$ cat config.mk
export PLATFORM = sky130hd
export DESIGN_NAME = serial_subtractor
export DESIGN_NICKNAME = d
export VERILOG_FILES = /design/src/rtl/serial_sub_pkg.sv /design/src/rtl/fs_cell.sv /design/src/rtl/serial_subtractor.sv
export SDC_FILE = /design/constraint.sdc
export NUM_CORES = 1
export LEC_CHECK = 0
export CAP_MARGIN = 40
export CORE_ASPECT_RATIO = 1.5
export CORE_UTILIZATION = 45
export DETAILED_ROUTE_END_ITERATION = 12
export PLACE_DENSITY = 0.69
export SKIP_LAST_GASP = 1
export SYNTH_ARGS = -nofsm -noshare
export SYNTH_HDL_FRONTEND = slang
export SYNTH_SLANG_ARGS = --single-unit
export TNS_END_PERCENT = 1
$ cat constraint.sdc
create_clock -name clk -period 2.88 [get_ports clk]
set_input_delay 0.288 -clock clk [delete_from_list [all_inputs] [get_ports clk]]
set_output_delay 0.288 -clock clk [all_outputs]
set_load 0.05 [all_outputs]
$ cat src/rtl/serial_sub_pkg.sv
// Shared types for the bit-serial subtractor.
package serial_sub_pkg;

    // Control FSM states: wait for a request, shift WIDTH bits, present the result.
    typedef enum logic [1:0] {
        IDLE  = 2'd0,
        SHIFT = 2'd1,
        DONE  = 2'd2
    } state_t;

endpackage

$ cat src/rtl/fs_cell.sv
// One-bit full subtractor: d = x - y - z, bo is the borrow out.
module fs_cell (
    input  logic x_i,
    input  logic y_i,
    input  logic z_i,
    output logic d_o,
    output logic bo_o
);

    // Difference and borrow of a single bit position.
    always_comb begin
        d_o  = x_i ^ y_i ^ z_i;
        bo_o = (~x_i & y_i) | (~(x_i ^ y_i) & z_i);
    end

endmodule

$ cat src/rtl/serial_subtractor.sv
// Bit-serial WIDTH-bit subtractor, diff = a - b - b_in, LSB first, one bit per clock.
module serial_subtractor
    import serial_sub_pkg::*;
#(
    parameter int unsigned WIDTH = 8
) (
    input  logic             clk,
    input  logic             rst_n,
    input  logic             start_i,
    input  logic [WIDTH-1:0] a_i,
    input  logic [WIDTH-1:0] b_i,
    input  logic             b_in_i,
    output logic             ready_o,
    output logic             busy_o,
    output logic             done_o,
    output logic [WIDTH-1:0] diff_o,
    output logic             borrow_out_o
);

    localparam int unsigned CntW = $clog2(WIDTH);
    localparam logic [CntW-1:0] LastBit = CntW'(WIDTH - 1);

    state_t           state_q, state_d;
    logic [CntW-1:0]  cnt_q, cnt_d;
    logic [WIDTH-1:0] sa_q, sa_d;
    logic [WIDTH-1:0] sb_q, sb_d;
    logic [WIDTH-1:0] sacc_q, sacc_d;
    logic             bor_q, bor_d;
    logic [WIDTH-1:0] diff_q, diff_d;
    logic             borrow_q, borrow_d;

    logic             cell_d;
    logic             cell_bo;
    logic             last_bit;

    assign last_bit = (cnt_q == LastBit);

    fs_cell u_fs_cell (
        .x_i  (sa_q[0]),
        .y_i  (sb_q[0]),
        .z_i  (bor_q),
        .d_o  (cell_d),
        .bo_o (cell_bo)
    );

    // FSM state register.
    always_ff @(posedge clk or negedge rst_n) begin
        if (!rst_n) begin
            state_q <= IDLE;
        end else begin
            state_q <= state_d;
        end
    end

    // FSM next-state: start only honoured in IDLE; SHIFT ends on the last bit.
    always_comb begin
        state_d = state_q;
        unique case (state_q)
            IDLE:    if (start_i) state_d = SHIFT;
            SHIFT:   if (last_bit) state_d = DONE;
            DONE:    state_d = IDLE;
            default: state_d = IDLE;
        endcase
    end

    // FSM outputs decoded from the current state.
    always_comb begin
        ready_o = (state_q == IDLE);
        busy_o  = (state_q == SHIFT);
        done_o  = (state_q == DONE);
    end

    // Datapath next-state: load operands on accept, shift one bit per SHIFT cycle.
    always_comb begin
        cnt_d    = cnt_q;
        sa_d     = sa_q;
        sb_d     = sb_q;
        sacc_d   = sacc_q;
        bor_d    = bor_q;
        diff_d   = diff_q;
        borrow_d = borrow_q;
        unique case (state_q)
            IDLE: begin
                if (start_i) begin
                    sa_d  = a_i;
                    sb_d  = b_i;
                    bor_d = b_in_i;
                    cnt_d = '0;
                end
            end
            SHIFT: begin
                sa_d   = sa_q >> 1;
                sb_d   = sb_q >> 1;
                sacc_d = {cell_d, sacc_q[WIDTH-1:1]};
                bor_d  = cell_bo;
                cnt_d  = cnt_q + CntW'(1);
                // Result registers take the completed word on the same edge, so
                // they never expose a partially shifted value.
                if (last_bit) begin
                    diff_d   = {cell_d, sacc_q[WIDTH-1:1]};
                    borrow_d = cell_bo;
                end
            end
            default: ;
        endcase
    end

    // Datapath and result registers.
    always_ff @(posedge clk or negedge rst_n) begin
        if (!rst_n) begin
            cnt_q    <= '0;
            sa_q     <= '0;
            sb_q     <= '0;
            sacc_q   <= '0;
            bor_q    <= 1'b0;
            diff_q   <= '0;
            borrow_q <= 1'b0;
        end else begin
            cnt_q    <= cnt_d;
            sa_q     <= sa_d;
            sb_q     <= sb_d;
            sacc_q   <= sacc_d;
            bor_q    <= bor_d;
            diff_q   <= diff_d;
            borrow_q <= borrow_d;
        end
    end

    assign diff_o       = diff_q;
    assign borrow_out_o = borrow_q;

endmodule

Word level (Yosys, flattened, before mapping):

Index checks and enable logic that the tools add are counted.

* register bits after elaboration: 39
* bits of input ports: 20
* output and inout bits: 12
* word-level logic and storage cells: 37

* $add $sub $neg: 1
* equality and inequality tests: 5
* muxes and demuxes: 11
* bitwise gates (word level): 7
* reduce and logical (&&, ||, !) cells: 5

Operators by type and width (number)
* 8-bit one-hot mux with 2 select lines: 2
* 8-bit 2-to-1 mux: 2
* 3-bit one-hot mux with 2 select lines: 1
* 2-bit AND reduction: 3
* 2-bit 2-to-1 mux: 2
* 2-bit one-hot mux with 2 select lines: 1
* 3-bit by 1-bit adder with 3-bit output (second input constant): 1
* 3-bit == test (second input constant): 1
* 3-bit 2-to-1 mux: 1
* 1-bit bitwise AND: 2
* 2-bit by 1-bit == test with 1-bit output (second input constant): 1
* 2-bit == test (second input constant): 1
* 2-bit zero test: 1
* 2-bit by 1-bit != test with 1-bit output (second input constant): 1
* 2-bit != test (second input constant): 1
* 1-bit NOT: 2
* 1-bit one-hot mux with 2 select lines: 1
* 2-bit nonzero test: 1
* 1-bit bitwise XOR: 2
* 1-bit 2-to-1 mux: 1
* 1-bit OR: 1

Longest topological paths before layout:

* word-level depth: 5
* mapped depth: 5
* depth with buffers taken out: 4

Cells and area by module:

Synthesis repeated with hierarchy kept, for this count alone.

* cell total of the unflattened synthesis: 144
* area, all modules: 1746.7 um^2

By module, submodules not included
* serial_subtractor: instances 1, cells an instance 140, area an instance 1715.4 um^2, seq. area each 950.9 um^2
* fs_cell: instances 1, cells an instance 4, area an instance 31.3 um^2, seq. area each 0.0 um^2

Least setup slack after synthesis:

OpenSTA, ideal clock, no wires.

* path kind: register to output
* from: register state_q[1]
* to: output port done_o
* data arrival time: 1413 ps
* data required time: 2592 ps
* path slack: 1179 ps
* stages on the path, launching flop included: 4
* buffers on the path: 2
* path through: dfrtp_1 buf_6 buf_6 nor2b_1

* cells in the longest elaborated chain, start to end: 1

RTL lines
* start: declaration: line serial_subtractor.sv:23 `state_t state_q, state_d;`
* start signal: assignment: line serial_subtractor.sv:51 `state_q <= state_d;`
* 2-bit == test: line serial_subtractor.sv:70 `done_o = (state_q == DONE);`
* end: declaration: line serial_subtractor.sv:15 `output logic done_o,`

No other way between the ends.

Final worst setup path:

* from: register state_q[0]
* to: output port busy_o

* cells in the longest elaborated chain, start to end: 1

RTL lines
* 2-bit by 1-bit == test with 1-bit output: line serial_subtractor.sv:69 `busy_o = (state_q == SHIFT);`
* end: declaration: line serial_subtractor.sv:14 `output logic busy_o,`

No other way between the ends.

==> results.toml <==
[yosys]
synth_nets = 162
async_flop_share_pct = 100
synthCells = 139
synth-main-ff-cell = "dfrtp_1"
yosysTopAreaCell = "dfrtp_1"
synthTopCellsByArea = "dfrtp_1, mux2_4, mux2_2"
synth_warnings = 0
synth_top_area_share_pct = 50.1
yosys.cell_count.top_type = "dfrtp_1"
synth_edf_count = 0
netlist_area_mm2 = 0.00190
post_synth.cell_area_avg_um2 = 13.7
synth.distinct_cells = 27
ys_seq_area_share_pct = 50.1
synth_common_cells = "dfrtp_1, inv_1, nor3b_1, mux2_2, mux2_4"
ys_ff_latch = 38

[sta]
slew_headroom_pct = 45.1
finalSetupViolCount = 0
skew_ns = 0.00334
min_period_ns = 2.54
rsz0062_at_grt = "false"
fmax_ghz = 0.394
hold_viol = 0
slew_violations = 0
worstMarginPinSlew_ns = 0.824
fin_tns_setup_ns = 0
period_share_pct = 88.1

[run]
cap_violations = 0

[setup_path]
worstPathMaxFanout = 17
required_ns = 2.59
r2r-start = "state_q[0]"
rr_worst_depth = 3
cp-start-kind = "flip-flop"
timing.rr.end = "diff_o[1]"
critPathKind = "reg -> out"
max_stage_delay_ns = 0.87
path_cells = "nor2b_4 > clkdlybuf4s50_1"
end_kind = "output port"
crit_arrival_ns = 2.25
ff2ff_setup_slack_ns = 0.83
slowest_stage = "clkdlybuf4s50_1"

[clock_network]
clkLatencyLatePin_ns = 0.29
cts_buffers = 5
cts_setup_buffers = 0
cts_buffer_depth = 2
path_clk_slew_ns = 0.07
root_buffer = "clkbuf_8"
cts_hold_buffers = 0
clock-sinks = 38
tritoncts = "built"
htreeDepth = 2
cts_resized = 0

[die]
rows = 28
ios = 32
die_h_um = 81.6
die-area_mm2 = 0.00449
initial_utilization_pct = 47.6
core_area_mm2 = 0.00399
die_w_um = 55.0

[global_route]
grtUsageTotal_pct = 16.8
antenna_found_initial = 0
grt_max_degree = 39
grt_remaining_overflow = 0
grt_pass1_wl_um = 5400
grt_pass1_vias = 1239

[drt]
viasPerCell = 5.57
wl_met3_um = 140
wl_um = 3240
drtAntennaViolNets = 0
top_layer_used = "met4"
met2WireLength_um = 1700
post_drt_wl_per_cell_um = 14.9
drt_first_pass_iters = 4
via_count = 1208
drt_iter0_markers = 20
met1Wirelength_um = 1360
drc = 0

[placement]
dp_hpwl_um = 2290
place_congestion = 0.738
numPortBuffers = 31
place_inst = 209

[finish]
area_growth_pct = 20.4
drive_above_1_share_pct = 26.2
final_util_pct = 57.2
nets = 194
fillers = 338
final_cells = 217
n_antenna_cell = 0

[worst_hold_path]
hold_path.class = "in -> async"

[pwr]
p_leak_uw = 0.00100
powerDensity_mw_per_mm2 = 1160
ir_drop_mv = 0.878

[outcome]
status = "finished, final reports clean"
layout make-up:
cell class                 count  area, um^2  area share (%)
clock inverter                 3        40.0            1.75
multi-input combinational     73         763            33.4
clock buffer                   5        68.8            3.01
timing repair buffer          36         343            15.0
sequential                    38         951            41.6
inverter                      17        63.8            2.79
tap                           45        56.3            2.46
state kept, by name, indices dropped and copies added (netlist names):
name	flops
sacc_q	7
diff_o	8
state_q	2
bor_q	1
sa_q	8
borrow_out_o	1
cnt_q	3
sb_q	8
stage by stage:
stage               hold slack, ns  instance area [um^2]  total power (uW)  setup WS, ns
CTS                          0.121                  2290              2680         0.320
detailed placement           0.439                  2180              2230         0.644
floorplan                 -0.00759                  1900              1950          1.18
global route                 0.169                  2290              2810         0.186
finish                      0.0961                  2290              2640         0.342
global placement             0.433                  2180              2190         0.698
routing by layer:
metal | vias to the layer above | GRT usage [%]
met5 | - | 0
met4 | 0 | 6.25
met3 | 5 | 5.56
met2 | 33 | 29.3
met1 | 610 | 18.1
li1 | 560 | -
logic make-up (layout without fill, tap and decap cells):
logic type,count (synthesis),after routing,share of synthesized area [%]
buffers and inverters,28,61,9.75
adders and majority gates,3,3,2.37
and+or+nand+nor,32,32,15.8
DFF,38,38,50.1
AOI/OAI and AO/OA,21,21,10.4
muxes,17,17,11.6
worst max-delay path by stage:
| stage | cells past startpoint | from | to | slack (ns) |
|---|---|---|---|---|
| floorplan | 3 | state_q[1] | done_o | 1.18 |
| global placement | 2 | state_q[0] | busy_o | 0.70 |
| detailed placement | 2 | state_q[0] | busy_o | 0.64 |
| CTS | 2 | state_q[0] | busy_o | 0.32 |
| global route | 2 | state_q[0] | busy_o | 0.19 |
| finish | 2 | state_q[0] | busy_o | 0.34 |
worst max-delay path: cells and delay by family, from the launching register on:
kind | cells | cell delay, ns
AND/OR/NAND/NOR | 1 | 0.44
buffers and inverters | 1 | 0.87
flip-flops | 1 | 0.66
cells in the final DEF (no fill, tap or decap), drive strengths merged, types with 2 or more instances in the layout:
master         synthesis  final
clkinv                 0      2
nor2b                  4      4
clkdlybuf4s50          0     30
mux2                  16     16
ha                     2      2
a32o                   2      2
a211oi                13     13
nor4b                 13     13
buf                   10      6
a222oi                 2      2
a22o                   2      2
dfrtp                 38     38
clkbuf                 1      5
nor3b                 13     13
inv                   17     17
power breakdown:
group / internal (uW) / switching [uW]
clock: 255 / 183
sequential: 794 / 157
combinational: 588 / 669
total: 1640 / 1010
(Power assumes the default switching activity.)
